`config.mk`:
```
export PLATFORM = sky130hd
export DESIGN_NAME = reg_bank_scanner
export DESIGN_NICKNAME = d
export VERILOG_FILES = /design/src/rtl/reg_bank_scanner.sv
export SDC_FILE = /design/constraint.sdc
export NUM_CORES = 1
export LEC_CHECK = 0
export CAP_MARGIN = 20
export CORE_ASPECT_RATIO = 0.9
export CORE_MARGIN = 2
export CORE_UTILIZATION = 50
export CTS_CLUSTER_SIZE = 14
export DETAILED_ROUTE_END_ITERATION = 7
export PLACE_DENSITY = 0.79
export SETUP_SLACK_MARGIN = 0.1
export SLEW_MARGIN = 15
export SYNTH_ARGS = -nofsm -noshare
export SYNTH_HDL_FRONTEND = slang
export SYNTH_SLANG_ARGS = --single-unit
```
`constraint.sdc`:
```
create_clock -name clk_i -period 4.7 [get_ports clk_i]
set_input_delay 0.94 -clock clk_i [delete_from_list [all_inputs] [get_ports clk_i]]
set_output_delay 0.94 -clock clk_i [all_outputs]
set_load 0.02 [all_outputs]
```
`src/rtl/reg_bank_scanner.sv`:
```
`default_nettype none
// ============================================================================
// Module   : reg_bank_scanner
// Purpose  : Samples the eight register-bank channels every cycle and flags
//            any channel whose value changed. Pending channels are served
//            round-robin, one {index, value} record per valid/ready transfer.
// Options  : REG_BANK_SCANNER_OVF_EN builds the saturating lost-update
//            counter on ovf_cnt_o. Without it, ovf_cnt_o is tied to zero.
// Revision : 1.0 - initial release
// ============================================================================
module reg_bank_scanner #(
  parameter int Width = 8
) (
  input  logic             clk_i,
  input  logic             rst_ni,
  input  logic [Width-1:0] a_i,
  input  logic [Width-1:0] b_i,
  input  logic [Width-1:0] c_i,
  input  logic [Width-1:0] d_i,
  input  logic [Width-1:0] e_i,
  input  logic [Width-1:0] f_i,
  input  logic [Width-1:0] g_i,
  input  logic [Width-1:0] h_i,
  output logic             valid_o,
  input  logic             ready_i,
  output logic [2:0]       idx_o,
  output logic [Width-1:0] data_o,
  output logic [7:0]       pend_o,
  output logic [15:0]      ovf_cnt_o
);

  typedef enum logic [0:0] {
    IDLE = 1'b0,
    SEND = 1'b1
  } state_e;

  state_e           state_q, state_d;
  logic [Width-1:0] chan_in [8];
  logic [Width-1:0] smp_q   [8];
  logic [7:0]       change;
  logic [7:0]       clr;
  logic [7:0]       pend_q, pend_d;
  logic [2:0]       ptr_q, ptr_d;
  logic [2:0]       idx_q, idx_d;
  logic [Width-1:0] data_q, data_d;
  logic [2:0]       cand;
  logic [2:0]       gnt_idx;
  logic             gnt_found;
  logic             take;

  assign chan_in[0] = a_i;
  assign chan_in[1] = b_i;
  assign chan_in[2] = c_i;
  assign chan_in[3] = d_i;
  assign chan_in[4] = e_i;
  assign chan_in[5] = f_i;
  assign chan_in[6] = g_i;
  assign chan_in[7] = h_i;

  // A channel has changed when its live value differs from last cycle's sample.
  for (genvar k = 0; k < 8; k++) begin : g_chan
    assign change[k] = (chan_in[k] != smp_q[k]);
  end

  // Sample every channel on every edge.
  always_ff @(posedge clk_i or negedge rst_ni) begin
    if (!rst_ni) begin
      for (int k = 0; k < 8; k++) smp_q[k] <= '0;
    end else begin
      for (int k = 0; k < 8; k++) smp_q[k] <= chan_in[k];
    end
  end

  // Round-robin search: first pending channel at or above ptr, wrapping 7->0.
  always_comb begin
    gnt_found = 1'b0;
    gnt_idx   = ptr_q;
    cand      = ptr_q;
    for (int i = 0; i < 8; i++) begin
      cand = ptr_q + 3'(i);
      if (!gnt_found && pend_q[cand]) begin
        gnt_found = 1'b1;
        gnt_idx   = cand;
      end
    end
  end

  // Next-state and grant logic: a grant happens from IDLE or on a handshake.
  always_comb begin
    state_d = state_q;
    ptr_d   = ptr_q;
    idx_d   = idx_q;
    data_d  = data_q;
    clr     = 8'h00;
    take    = 1'b0;
    case (state_q)
      IDLE: begin
        take = gnt_found;
      end
      SEND: begin
        if (ready_i) begin
          if (gnt_found) take = 1'b1;
          else           state_d = IDLE;
        end
      end
      default: state_d = IDLE;
    endcase
    if (take) begin
      state_d      = SEND;
      idx_d        = gnt_idx;
      data_d       = smp_q[gnt_idx];
      clr[gnt_idx] = 1'b1;
      ptr_d        = gnt_idx + 3'd1;
    end
  end

  // A change arriving on the same edge as the grant wins over the clear.
  assign pend_d = (pend_q & ~clr) | change;

  // State, pointer, record and pending registers.
  always_ff @(posedge clk_i or negedge rst_ni) begin
    if (!rst_ni) begin
      state_q <= IDLE;
      ptr_q   <= 3'd0;
      idx_q   <= 3'd0;
      data_q  <= '0;
      pend_q  <= 8'h00;
    end else begin
      state_q <= state_d;
      ptr_q   <= ptr_d;
      idx_q   <= idx_d;
      data_q  <= data_d;
      pend_q  <= pend_d;
    end
  end

  assign valid_o = (state_q == SEND);
  assign idx_o   = idx_q;
  assign data_o  = data_q;
  assign pend_o  = pend_q;

`ifdef REG_BANK_SCANNER_OVF_EN
  logic        lost;
  logic [15:0] ovf_q, ovf_d;

  // An update is lost when a channel changes again before its grant.
  assign lost  = |(change & pend_q & ~clr);
  assign ovf_d = (lost && (ovf_q != 16'hFFFF)) ? ovf_q + 16'd1 : ovf_q;

  // Saturating lost-update counter, cleared only by reset.
  always_ff @(posedge clk_i or negedge rst_ni) begin
    if (!rst_ni) ovf_q <= 16'h0000;
    else         ovf_q <= ovf_d;
  end

  assign ovf_cnt_o = ovf_q;
`else
  assign ovf_cnt_o = 16'h0000;
`endif

endmodule
`default_nettype wire

```
==> flow_summary_export.csv <==
group,metric,value,unit
critical_path,end_kind,"flip-flop",
critical_path,path_cells,"inv_1 > ha_1 > mux2i_1 > mux4_2 > a22o_1 > a211o_1 > mux2i_2 > or2_1 > buf_4 > mux2i_1 > mux2i_1 > a221o_1",
clocking,insertion_delay,0.35,ns
timing,max_freq,0.251,GHz
floorplanning,die_y,97.5,um
routing,firstDrtPassIters,5,
power_and_ir_drop,p_per_area,464,nW/um2
logic_synthesis,synth_cell_types,55,
logic_synthesis,synth.yosys.seq_area_share,44.9,%
routing,vias_per_cell,5.74,
status,outcome,"completed",
timing,rsz0062_at_grt,"no",
critical_path,cpPeakStageDelay,0.60,ns
floorplanning,initial_utilization,50.7,%
layout,diodes,0,
logic_synthesis,syn_area_per_cell,11.5,um2
global_routing,overflow,0,
timing,hold_viol_final,0,
clocking,hold_buffers,0,
timing,setup_viol,0,
layout,syn_to_final_growth,22.7,%
logic_synthesis,ys_warn_count,0,
power_and_ir_drop,p_leak,0.00251,uW
floorplanning,ios,103,
timing,setup_ws,0.714,ns
power_and_ir_drop,seqPwrFrac,33.3,%
layout,fin_util,62.2,%
placement,place.gp.congestion,0.887,
placement,io_buffer_count,86,
global_routing,grt_pass1_vias,3757,
global_routing,antenna_found_initial,0,
power_and_ir_drop,p_comb_share,47.4,%
power_and_ir_drop,p_sw_share,38.7,%
placement,pre_cts_slack,0.799,ns
global_routing,grt_first_pass_wirelength,19.5,mm
logic_synthesis,synth_flop_cell,"dfrtp_1",
power_and_ir_drop,p_switching,1070,uW
logic_synthesis,syn_area,4850,um2
clocking,htree_num_levels,3,
timing,relSlewSlack,48.5,%
routing,vias,3665,
timing,drv_slew,0,
critical_path,required,4.94,ns
routing,dr.first_iter.drc_count,240,
clocking,clk_pin_slew,0.09,ns
timing,worst_slew_pin_slew,0.772,ns
global_routing,grt_util_all_layers,24.2,%
job,drv_cap,0,
clocking,cts_buffers,9,
clocking,clockBufferDepth,2,
power_and_ir_drop,intPower,1690,uW
clocking,cts_tree,"yes",
clocking,post_cts_buffers,0,
logic_synthesis,async_reset_ff_share,100,%
power_and_ir_drop,clock_power_share,19.2,%
critical_path,path_buf_inv,2,
logic_synthesis,synth-seq-cells,87,
critical_path,arrival,4.22,ns
worst_hold_path,hold_path_class,"reg -> reg",
timing,skew,0.0125,ns
timing,setup_tns,0,ns
timing,min_period,3.99,ns
critical_path,crit_top_cell,"mux2i_1",
floorplanning,core-area,9570,um2
floorplanning,die_area,10500,um2
logic_synthesis,synth_cells,421,
critical_path,crit_slowest_cell,"ha_1",
critical_path,crit_type,"reg -> reg",
routing,drt-total-wl,12.0,mm
routing,drcViolationCount,0,
critical_path,cp-start-kind,"flip-flop",
layout,drive_gt1_share,9.55,%
timing,fin_crit_sh,84.8,%
clocking,clkSinkCount,87,
floorplanning,fp-row-count,34,
critical_path,critPathMaxFanout,22,
routing,postRouteAntennaNets,0,
global_routing,grt_max_degree,88,
layout,fin_nets,577,
placement,dpl.hpwl,9.19,mm
clocking,root_buffer,"clkbuf_8",
floorplanning,die_w,108,um
routing,routedWlPerCell,18.8,um
clocking,ctsResizeCount,0,
critical_path,crit_family,"multiplexers",
timing,fin_hold_ws,0.508,ns
logic_synthesis,synth_edf_count,0,
power_and_ir_drop,peakVddDrop,0.292,mV
[state kept, by name, summed over array words and instances, names as in the netlist]
name,flops
ptr_q,3
data_o,8
smp_q,64
pend_o,8
valid_o,1
idx_o,3
[cell type report]
type / instances / area [um2]
inverter: 7 / 26.3
timing repair buffer: 93 / 927
clock inverter: 6 / 67.6
tap: 126 / 158
multi-input combinational: 310 / 2460
sequential: 87 / 2180
clock buffer: 10 / 138
fill: 779 / 3620
[worst min-delay path, stage by stage (launching register included)]
cell and delay, ns:
dfrtp_1 0.36, nand2_1 0.06, nand2_1 0.06
[power groups by stage]
| stage | combinational, uW | sequential, uW | clock (uW) |
|---|---|---|---|
| global route | 1420 | 931 | 580 |
| finish | 1310 | 921 | 532 |
| floorplan | 927 | 954 | 0 |
| global placement | 1280 | 934 | 0 |
| CTS | 1310 | 919 | 543 |
| detailed placement | 1310 | 932 | 0 |
[cell families after synthesis]
kind of cell / after synthesis / synth area share (%)
muxes: 60 / 15.4
DFF: 87 / 44.9
xor gates and xnor gates: 68 / 12.3
adders and majority gates: 2 / 0.516
other: 1 / 0.0773
and+or+nand+nor: 93 / 9.72
AOI/OAI and AO/OA: 71 / 11.5
buffers and inverters: 39 / 5.57
[cell usage after synthesis (7+ instances only)]
library cell	count	area [um2]
mux2i_1	42	420
nand2_1	28	105
nor4_1	13	81.3
nand3_1	13	65.1
xor2_1	49	429
o21ai_0	11	55.1
a21oi_1	7	35.0
xnor2_1	19	166
nor2_1	13	48.8
mux4_2	11	248
buf_2	7	35.0
buf_4	16	120
a22o_1	9	78.8
dfrtp_1	87	2180
[through the flow]
| step | power, uW | cell area (um2) | std cells |
|---|---|---|---|
| finish | 2760 | 5960 | 639 |
| global route | 2930 | 5960 | 639 |
| CTS | 2770 | 5950 | 639 |
| detailed placement | 2240 | 5750 | 623 |
| global placement | 2210 | 5750 | 623 |
| floorplan | 1880 | 4910 | 436 |
[worst paths after layout]
check	startpoint	endpoint	slack [ns]	depth (start not counted)
min in group asynchronous	rst_ni	smp_q[22]	0.65	1
worst min-delay path	idx_o[2]	idx_o[2]	0.51	2
max in group asynchronous	rst_ni	smp_q[39]	3.54	1
worst max register to register	ptr_q[0]	data_o[4]	0.71	12
worst max-delay path	ptr_q[0]	data_o[4]	0.71	12
worst min register to register	idx_o[2]	idx_o[2]	0.51	2
[layer usage]
metal	part of all wire, %	vias up	track usage (%)
met2	49	164	38.6
met3	6.9	25	5.03
met5	0	-	0
met1	42	1796	32.9
li1	-	1680	-
met4	2.2	0	8.09
[layout by cell type, fill, tap and decap left out, drive strengths merged, types with 10 or more instances in the layout]
master / count
mux4: 11
nand2: 28
xnor2: 19
clkbuf: 10
nand3: 13
clkdlybuf4s50: 85
dfrtp: 87
conb: 16
nor4: 13
o21ai: 11
xor2: 49
nor2: 13
mux2i: 43
(Power assumes the default switching activity.)
